==> src/rtl/imem_port_arbiter_if.sv <==
// Bundle of the fetch port, loader port and instruction-memory array signals.
// The arbiter takes the slave modport; the fetch/loader/memory side takes master.
// Widths follow the same parameters as the arbiter so both ends agree.
interface imem_port_arbiter_if #(
    parameter int WORDSIZE         = 64,
    parameter int INSTRUCTION_SIZE = 32,
    parameter int SIZE             = 1024,
    parameter int ADDR_BITS        = $clog2(SIZE)
);
    // fetch port (read-only)
    logic                        f_req_valid;
    logic [WORDSIZE-1:0]         f_req_addr;
    logic                        f_req_ready;
    logic                        f_rsp_valid;
    logic [INSTRUCTION_SIZE-1:0] f_rsp_instr;
    logic                        f_rsp_err;

    // loader/debug port (read/write)
    logic                        l_req_valid;
    logic                        l_req_we;
    logic [WORDSIZE-1:0]         l_req_addr;
    logic [INSTRUCTION_SIZE-1:0] l_req_wdata;
    logic                        l_req_ready;
    logic                        l_rsp_valid;
    logic [INSTRUCTION_SIZE-1:0] l_rsp_instr;
    logic                        l_rsp_err;

    // synchronous memory array
    logic                        mem_en;
    logic                        mem_we;
    logic [ADDR_BITS-1:0]        mem_addr;
    logic [INSTRUCTION_SIZE-1:0] mem_wdata;
    logic [INSTRUCTION_SIZE-1:0] mem_rdata;

    modport slave (
        input  f_req_valid, f_req_addr,
        output f_req_ready, f_rsp_valid, f_rsp_instr, f_rsp_err,
        input  l_req_valid, l_req_we, l_req_addr, l_req_wdata,
        output l_req_ready, l_rsp_valid, l_rsp_instr, l_rsp_err,
        output mem_en, mem_we, mem_addr, mem_wdata,
        input  mem_rdata
    );

    modport master (
        output f_req_valid, f_req_addr,
        input  f_req_ready, f_rsp_valid, f_rsp_instr, f_rsp_err,
        output l_req_valid, l_req_we, l_req_addr, l_req_wdata,
        input  l_req_ready, l_rsp_valid, l_rsp_instr, l_rsp_err,
        input  mem_en, mem_we, mem_addr, mem_wdata,
        output mem_rdata
    );
endinterface

==> src/rtl/imem_port_arbiter.sv <==
// Round-robin arbiter sharing one instruction memory between fetch (F) and loader (L).
// Latency: grant is combinational; response appears exactly one cycle after the grant.
// Backpressure: ready only to the granted requester; responses cannot be stalled.
module imem_port_arbiter #(
    parameter int WORDSIZE         = 64,
    parameter int INSTRUCTION_SIZE = 32,
    parameter int SIZE             = 1024,
    parameter int ADDR_BITS        = $clog2(SIZE)
) (
    input  logic                  clk,
    input  logic                  rst_n,
    imem_port_arbiter_if.slave    bus
);

    typedef enum logic {
        SRC_F = 1'b0,
        SRC_L = 1'b1
    } src_e;

    // First byte address past the array; compared over the full address width
    // so that high address bits cannot alias back into the array.
    localparam logic [WORDSIZE-1:0] BYTE_LIMIT = WORDSIZE'(SIZE) << 2;

    src_e                  prio;
    logic                  gnt_f;
    logic                  gnt_l;
    logic                  gnt;
    logic [WORDSIZE-1:0]   sel_addr;
    logic                  fault;

    logic                  rsp_vld;
    src_e                  rsp_owner;
    logic                  rsp_write;
    logic                  rsp_fault;
    logic [INSTRUCTION_SIZE-1:0] rsp_data;

    // Grant selection and address check; requests are ignored while in reset.
    always_comb begin
        gnt_f    = rst_n & bus.f_req_valid & (~bus.l_req_valid | (prio == SRC_F));
        gnt_l    = rst_n & bus.l_req_valid & ~gnt_f;
        gnt      = gnt_f | gnt_l;
        sel_addr = gnt_l ? bus.l_req_addr : bus.f_req_addr;
        fault    = (sel_addr[1:0] != 2'b00) | (sel_addr >= BYTE_LIMIT);
    end

    // Drive the memory in the grant cycle; faulted accesses leave the array untouched.
    always_comb begin
        bus.f_req_ready = gnt_f;
        bus.l_req_ready = gnt_l;
        bus.mem_en      = gnt & ~fault;
        bus.mem_we      = gnt & ~fault & gnt_l & bus.l_req_we;
        bus.mem_addr    = sel_addr[ADDR_BITS+1:2];
        bus.mem_wdata   = bus.l_req_wdata;
    end

    // Round-robin pointer: after any grant the other requester gets priority.
    always_ff @(posedge clk or negedge rst_n) begin
        if (!rst_n) begin
            prio <= SRC_F;
        end else if (gnt) begin
            prio <= gnt_f ? SRC_L : SRC_F;
        end
    end

    // Remember who owns the response issued next cycle and how it must be formed.
    always_ff @(posedge clk or negedge rst_n) begin
        if (!rst_n) begin
            rsp_vld   <= 1'b0;
            rsp_owner <= SRC_F;
            rsp_write <= 1'b0;
            rsp_fault <= 1'b0;
        end else begin
            rsp_vld <= gnt;
            if (gnt) begin
                rsp_owner <= gnt_l ? SRC_L : SRC_F;
                rsp_write <= gnt_l & bus.l_req_we;
                rsp_fault <= fault;
            end
        end
    end

    // Route the response to its owner; only a clean read returns memory data.
    always_comb begin
        rsp_data        = (rsp_vld & ~rsp_write & ~rsp_fault) ? bus.mem_rdata : '0;
        bus.f_rsp_valid = rsp_vld & (rsp_owner == SRC_F);
        bus.f_rsp_err   = rsp_vld & (rsp_owner == SRC_F) & rsp_fault;
        bus.f_rsp_instr = (rsp_owner == SRC_F) ? rsp_data : '0;
        bus.l_rsp_valid = rsp_vld & (rsp_owner == SRC_L);
        bus.l_rsp_err   = rsp_vld & (rsp_owner == SRC_L) & rsp_fault;
        bus.l_rsp_instr = (rsp_owner == SRC_L) ? rsp_data : '0;
    end

endmodule

==> src/flat_wrapper.sv <==
// flat-port wrapper written by rule: the top's interface ports become plain ports
module imem_port_arbiter_flat 
#(
    parameter int WORDSIZE         = 64,
    parameter int INSTRUCTION_SIZE = 32,
    parameter int SIZE             = 1024,
    parameter int ADDR_BITS        = $clog2(SIZE)
)
  (clk, rst_n, bus_f_req_valid, bus_f_req_addr, bus_f_req_ready, bus_f_rsp_valid, bus_f_rsp_instr, bus_f_rsp_err, bus_l_req_valid, bus_l_req_we, bus_l_req_addr, bus_l_req_wdata, bus_l_req_ready, bus_l_rsp_valid, bus_l_rsp_instr, bus_l_rsp_err, bus_mem_en, bus_mem_we, bus_mem_addr, bus_mem_wdata, bus_mem_rdata);
  imem_port_arbiter_if #(.WORDSIZE(WORDSIZE), .INSTRUCTION_SIZE(INSTRUCTION_SIZE), .SIZE(SIZE), .ADDR_BITS(ADDR_BITS)) bus_i ();
  input  logic clk;
  input  logic rst_n;
  input wire logic [$bits(bus_i.f_req_valid)-1:0] bus_f_req_valid;
  input wire logic [$bits(bus_i.f_req_addr)-1:0] bus_f_req_addr;
  output wire logic [$bits(bus_i.f_req_ready)-1:0] bus_f_req_ready;
  output wire logic [$bits(bus_i.f_rsp_valid)-1:0] bus_f_rsp_valid;
  output wire logic [$bits(bus_i.f_rsp_instr)-1:0] bus_f_rsp_instr;
  output wire logic [$bits(bus_i.f_rsp_err)-1:0] bus_f_rsp_err;
  input wire logic [$bits(bus_i.l_req_valid)-1:0] bus_l_req_valid;
  input wire logic [$bits(bus_i.l_req_we)-1:0] bus_l_req_we;
  input wire logic [$bits(bus_i.l_req_addr)-1:0] bus_l_req_addr;
  input wire logic [$bits(bus_i.l_req_wdata)-1:0] bus_l_req_wdata;
  output wire logic [$bits(bus_i.l_req_ready)-1:0] bus_l_req_ready;
  output wire logic [$bits(bus_i.l_rsp_valid)-1:0] bus_l_rsp_valid;
  output wire logic [$bits(bus_i.l_rsp_instr)-1:0] bus_l_rsp_instr;
  output wire logic [$bits(bus_i.l_rsp_err)-1:0] bus_l_rsp_err;
  output wire logic [$bits(bus_i.mem_en)-1:0] bus_mem_en;
  output wire logic [$bits(bus_i.mem_we)-1:0] bus_mem_we;
  output wire logic [$bits(bus_i.mem_addr)-1:0] bus_mem_addr;
  output wire logic [$bits(bus_i.mem_wdata)-1:0] bus_mem_wdata;
  input wire logic [$bits(bus_i.mem_rdata)-1:0] bus_mem_rdata;
  assign bus_i.f_req_valid = bus_f_req_valid;
  assign bus_i.f_req_addr = bus_f_req_addr;
  assign bus_f_req_ready = bus_i.f_req_ready;
  assign bus_f_rsp_valid = bus_i.f_rsp_valid;
  assign bus_f_rsp_instr = bus_i.f_rsp_instr;
  assign bus_f_rsp_err = bus_i.f_rsp_err;
  assign bus_i.l_req_valid = bus_l_req_valid;
  assign bus_i.l_req_we = bus_l_req_we;
  assign bus_i.l_req_addr = bus_l_req_addr;
  assign bus_i.l_req_wdata = bus_l_req_wdata;
  assign bus_l_req_ready = bus_i.l_req_ready;
  assign bus_l_rsp_valid = bus_i.l_rsp_valid;
  assign bus_l_rsp_instr = bus_i.l_rsp_instr;
  assign bus_l_rsp_err = bus_i.l_rsp_err;
  assign bus_mem_en = bus_i.mem_en;
  assign bus_mem_we = bus_i.mem_we;
  assign bus_mem_addr = bus_i.mem_addr;
  assign bus_mem_wdata = bus_i.mem_wdata;
  assign bus_i.mem_rdata = bus_mem_rdata;
  imem_port_arbiter #(.WORDSIZE(WORDSIZE), .INSTRUCTION_SIZE(INSTRUCTION_SIZE), .SIZE(SIZE), .ADDR_BITS(ADDR_BITS)) u_core (.clk(clk), .rst_n(rst_n), .bus(bus_i));
endmodule
==> config.mk <==
export PLATFORM = sky130hd
export DESIGN_NAME = imem_port_arbiter_flat
export DESIGN_NICKNAME = d
export VERILOG_FILES = /design/src/rtl/imem_port_arbiter_if.sv /design/src/rtl/imem_port_arbiter.sv /design/src/flat_wrapper.sv
export SDC_FILE = /design/constraint.sdc
export NUM_CORES = 1
export LEC_CHECK = 0
export CORE_AREA = 4 4 118 120
export CTS_CLUSTER_DIAMETER = 150
export DETAILED_ROUTE_END_ITERATION = 16
export DIE_AREA = 0 0 122 124
export PLACE_DENSITY_LB_ADDON = 0.08
export SYNTH_ARGS = -nofsm -noshare
export SYNTH_HDL_FRONTEND = slang
export SYNTH_SLANG_ARGS = --single-unit
==> constraint.sdc <==
create_clock -name clk -period 1.4 [get_ports clk]
set_input_delay 0.28 -clock clk [delete_from_list [all_inputs] [get_ports clk]]
set_output_delay 0.28 -clock clk [all_outputs]
set_load 0.005 [all_outputs]
==> results by group <==
Status
  • Outcome: finished, violations left
  • Failing checks: negative setup slack

Route
  • Initial DRC Count: 26
  • Wire length per cell: 14.9 µm
  • Drt pass-1 iters: 4
  • Final ANT Viol Nets: 0
  • WL final: approximately 10000 µm
  • Vias per cell: ~3.8
  • Vias: 2,495
  • Remaining DRCs: 0

Finish
  • Final cell utilization of the core: 38.6%
  • Antenna cells: 0
  • Layout cells sized above 1: 55.3%
  • Syn-to-layout area delta: 277%
  • Nets: 675

Synthesis
  • Mean post-synth cell area: 6.48 µm²
  • Yosys cell types: 29
  • Mapped Nets: 402
  • Ys Warns: 0
  • Mapped Cells: 205
  • Seq/Total Area, Yosys: 9.42%
  • Yosys top cell area share: between 30 and 40%
  • #FFs+latches synth: 5
  • Synth Cell Area: ~0.0013 mm²
  • Leading area contributor after synthesis: and2_1
  • Top post-synthesis cells by area: and2_1, buf_4, nor4_1

Timing
  • Worst Skew: 0.00118 ns
  • Final Critical Period: 1.98 ns
  • F_max: 0.505 GHz
  • Max_slew headroom: 76.1%
  • Setup TNS: -35.72 ns
  • Slew Limit Fails: 0
  • Unrepaired setup endpoints after global routing: true
  • Worst setup margin: -0.582 ns
  • Final setup violation count: 79
  • Final hold vios: 0
  • Fin crit share: 142%
  • Least-Margin Pin Slew: approximately 0.35 ns

Critical path
  • Arrival time worst endpoint: approximately 1.7 ns
  • Worst Path Required: 1.12 ns
  • WP buf/inv: 2
  • Crit path max-delay family: simple AND/OR/NAND/NOR gates
  • Reg2Reg Setup Slack: -0.25 ns
  • Kind of critical path: primary input to output pin
  • CP cell instances: clkdlybuf4s50_1 > or3_4 > nor4_4 > a31oi_2 > nor3_1 > buf_2
  • Slowest-stage cell, CP: clkdlybuf4s50_1
  • Crit. End Element: output pin
  • CP Launch Type: primary input
  • Max incr delay on CP: 0.40 ns
  • CP Max Fanout: 3

Global routing
  • Largest net degree at the start of global routing: 9
  • First-pass GRT wire length: 13,900 µm
  • GRT Total Usage: 11.6%
  • GR Overflow Total: 0
  • Initial antenna violation count: 0
  • Vias in the first global route: 2,803

Flow run
  • Max cap viols: 0

Floorplanning
  • Core area: 0.0130 mm²
  • Die ar.: 0.0151 mm²
  • Die Y-Extent: 124 µm
  • Initial Utilization: between 10% and 20%
  • Die width: 122 µm
  • Rows: 42
  • Number of I/O pins: 311

Clock network
  • Clock sink total: 5
  • Maximum buffer depth of the clock tree: 2
  • H-tree level count: 1
  • Clock Pin Slew Worst Setup and Hold Paths: around 0.03 ns
  • CTS tree: done
  • Worst-Skew Late Latency: 0.22 ns
  • Root buffer cell: clkbuf_16
  • CTS buffer count: 3
  • CTS Hold Bufs: 0

Placed design
  • Worst slack at placement: -1.49 ns
  • RD Place Congestion: 0.748
  • Number of port buffers: 246
  • Placed wire-length estimate: 7400 µm

Pwr
  • Leak: 2.33 nW
  • Cell area power density: 284 mW/mm²
  • Maximum VDD drop: 0.277 mV

Min path
  • Worst hold path class: primary input to asynchronous set/reset pin
where the power goes:
group / switching [W] / internal, W / total [W]
combinational: 0.000238 / 0.000548 / 0.000786
clock: 0.0000886 / 0.000377 / 0.000466
sequential: 0.0000144 / 0.000158 / 0.000172
cell usage after synthesis, drive strengths merged:
| master | n |
|---|---|
| and2 | 66 |
| nand4 | 2 |
| and3 | 1 |
| a21o | 1 |
| nor2b | 2 |
| or3 | 1 |
| o31a | 1 |
| nor3b | 2 |
| nand2 | 39 |
| o2111ai | 1 |
| nor4 | 27 |
| inv | 3 |
| or2 | 1 |
| dfrtp | 5 |
| nor2 | 1 |
| a21oi | 1 |
| buf | 34 |
| clkbuf | 7 |
| a41oi | 1 |
| and4 | 1 |
| a31oi | 1 |
| o21ai | 2 |
| nand2b | 1 |
| nor3 | 4 |
sequential cells by signal, summed over array words and instances (netlist names):
signal,count
u_core.prio,1
u_core.rsp_fault,1
u_core.rsp_owner,1
u_core.rsp_vld,1
u_core.rsp_write,1
cells in the final DEF (no fill, tap or decap), drive strengths merged:
cell type,netlist,final
buf,34,145
clkdlybuf4s50,0,91
and2,66,66
dlygate4sd2,0,51
nand2,39,39
nor4,27,27
dlymetal6s2s,0,12
clkdlybuf4s15,0,10
dfrtp,5,5
clkbuf,7,4
nor3,4,4
inv,3,3
nor3b,2,2
nor2b,2,2
nand4,2,2
o21ai,2,2
or2,1,1
a21oi,1,1
nor2,1,1
o2111ai,1,1
a41oi,1,1
and4,1,1
or3,1,1
a31oi,1,1
and3,1,1
a21o,1,1
nand2b,1,1
o31a,1,1
per-stage QoR:
stage / hold slack [ns] / power [W] / instances / area [µm²]
3_3_place_gp: 0.560 / 0.000878 / 606 / 3940
6_report: 0.127 / 0.00142 / 653 / 5010
5_1_grt: 0.159 / 0.00151 / 653 / 5010
2_1_floorplan: -0.0156 / 0.000336 / 205 / 1360
4_1_cts: 0.139 / 0.00139 / 655 / 4580
3_5_place_dp: 0.560 / 0.000885 / 606 / 3940
layer usage:
layer / vias to the layer above / track usage, % / share of wire, %
li1: 1200 / - / -
met3: 8 / 4.04 / 12
met1: 1110 / 10.7 / 31
met2: 177 / 24.6 / 56
met5: - / 0 / 0
met4: 0 / 1.68 / 0.82
final timing paths:
path | cells after the start | to | start
hold / removal | 2 | u_core.prio$_DFFE_PN0N_ | rst_n
min in group clk | 0 | bus_mem_wdata[29] | bus_l_req_wdata[29]
setup / recovery | 6 | bus_mem_en | bus_l_req_addr[16]
hold reg to reg | 2 | u_core.rsp_write$_DFFE_PN0N_ | u_core.rsp_write$_DFFE_PN0N_
max in group asynchronous | 2 | u_core.rsp_fault$_DFFE_PN0N_ | rst_n
setup reg to reg | 7 | u_core.rsp_fault$_DFFE_PN0N_ | u_core.prio$_DFFE_PN0N_
repair_timing:
action                                 4_1_cts  5_1_grt
pin swaps                                   95       34
gates resized for setup                    525      136
endpoints found under the hold margin        0        0
setup endpoints to repair                   85       82
setup buffers                               43       12
cloned                                       7        0
layout make-up:
type	instances	area, µm²
fillers	1340	7970
repair buffers	309	3240
multi-input cells	156	1330
well taps	176	220
flip-flops and latches	5	126
clock buffers	4	78.8
inverters	3	18.8
logic make-up after synthesis:
family,Yosys count,share of synthesized area [%]
compound gates,8,4.71
buf+inv,44,22.1
simple gates,148,63.7
flops,5,9.42
(Power assumes the default switching activity.)
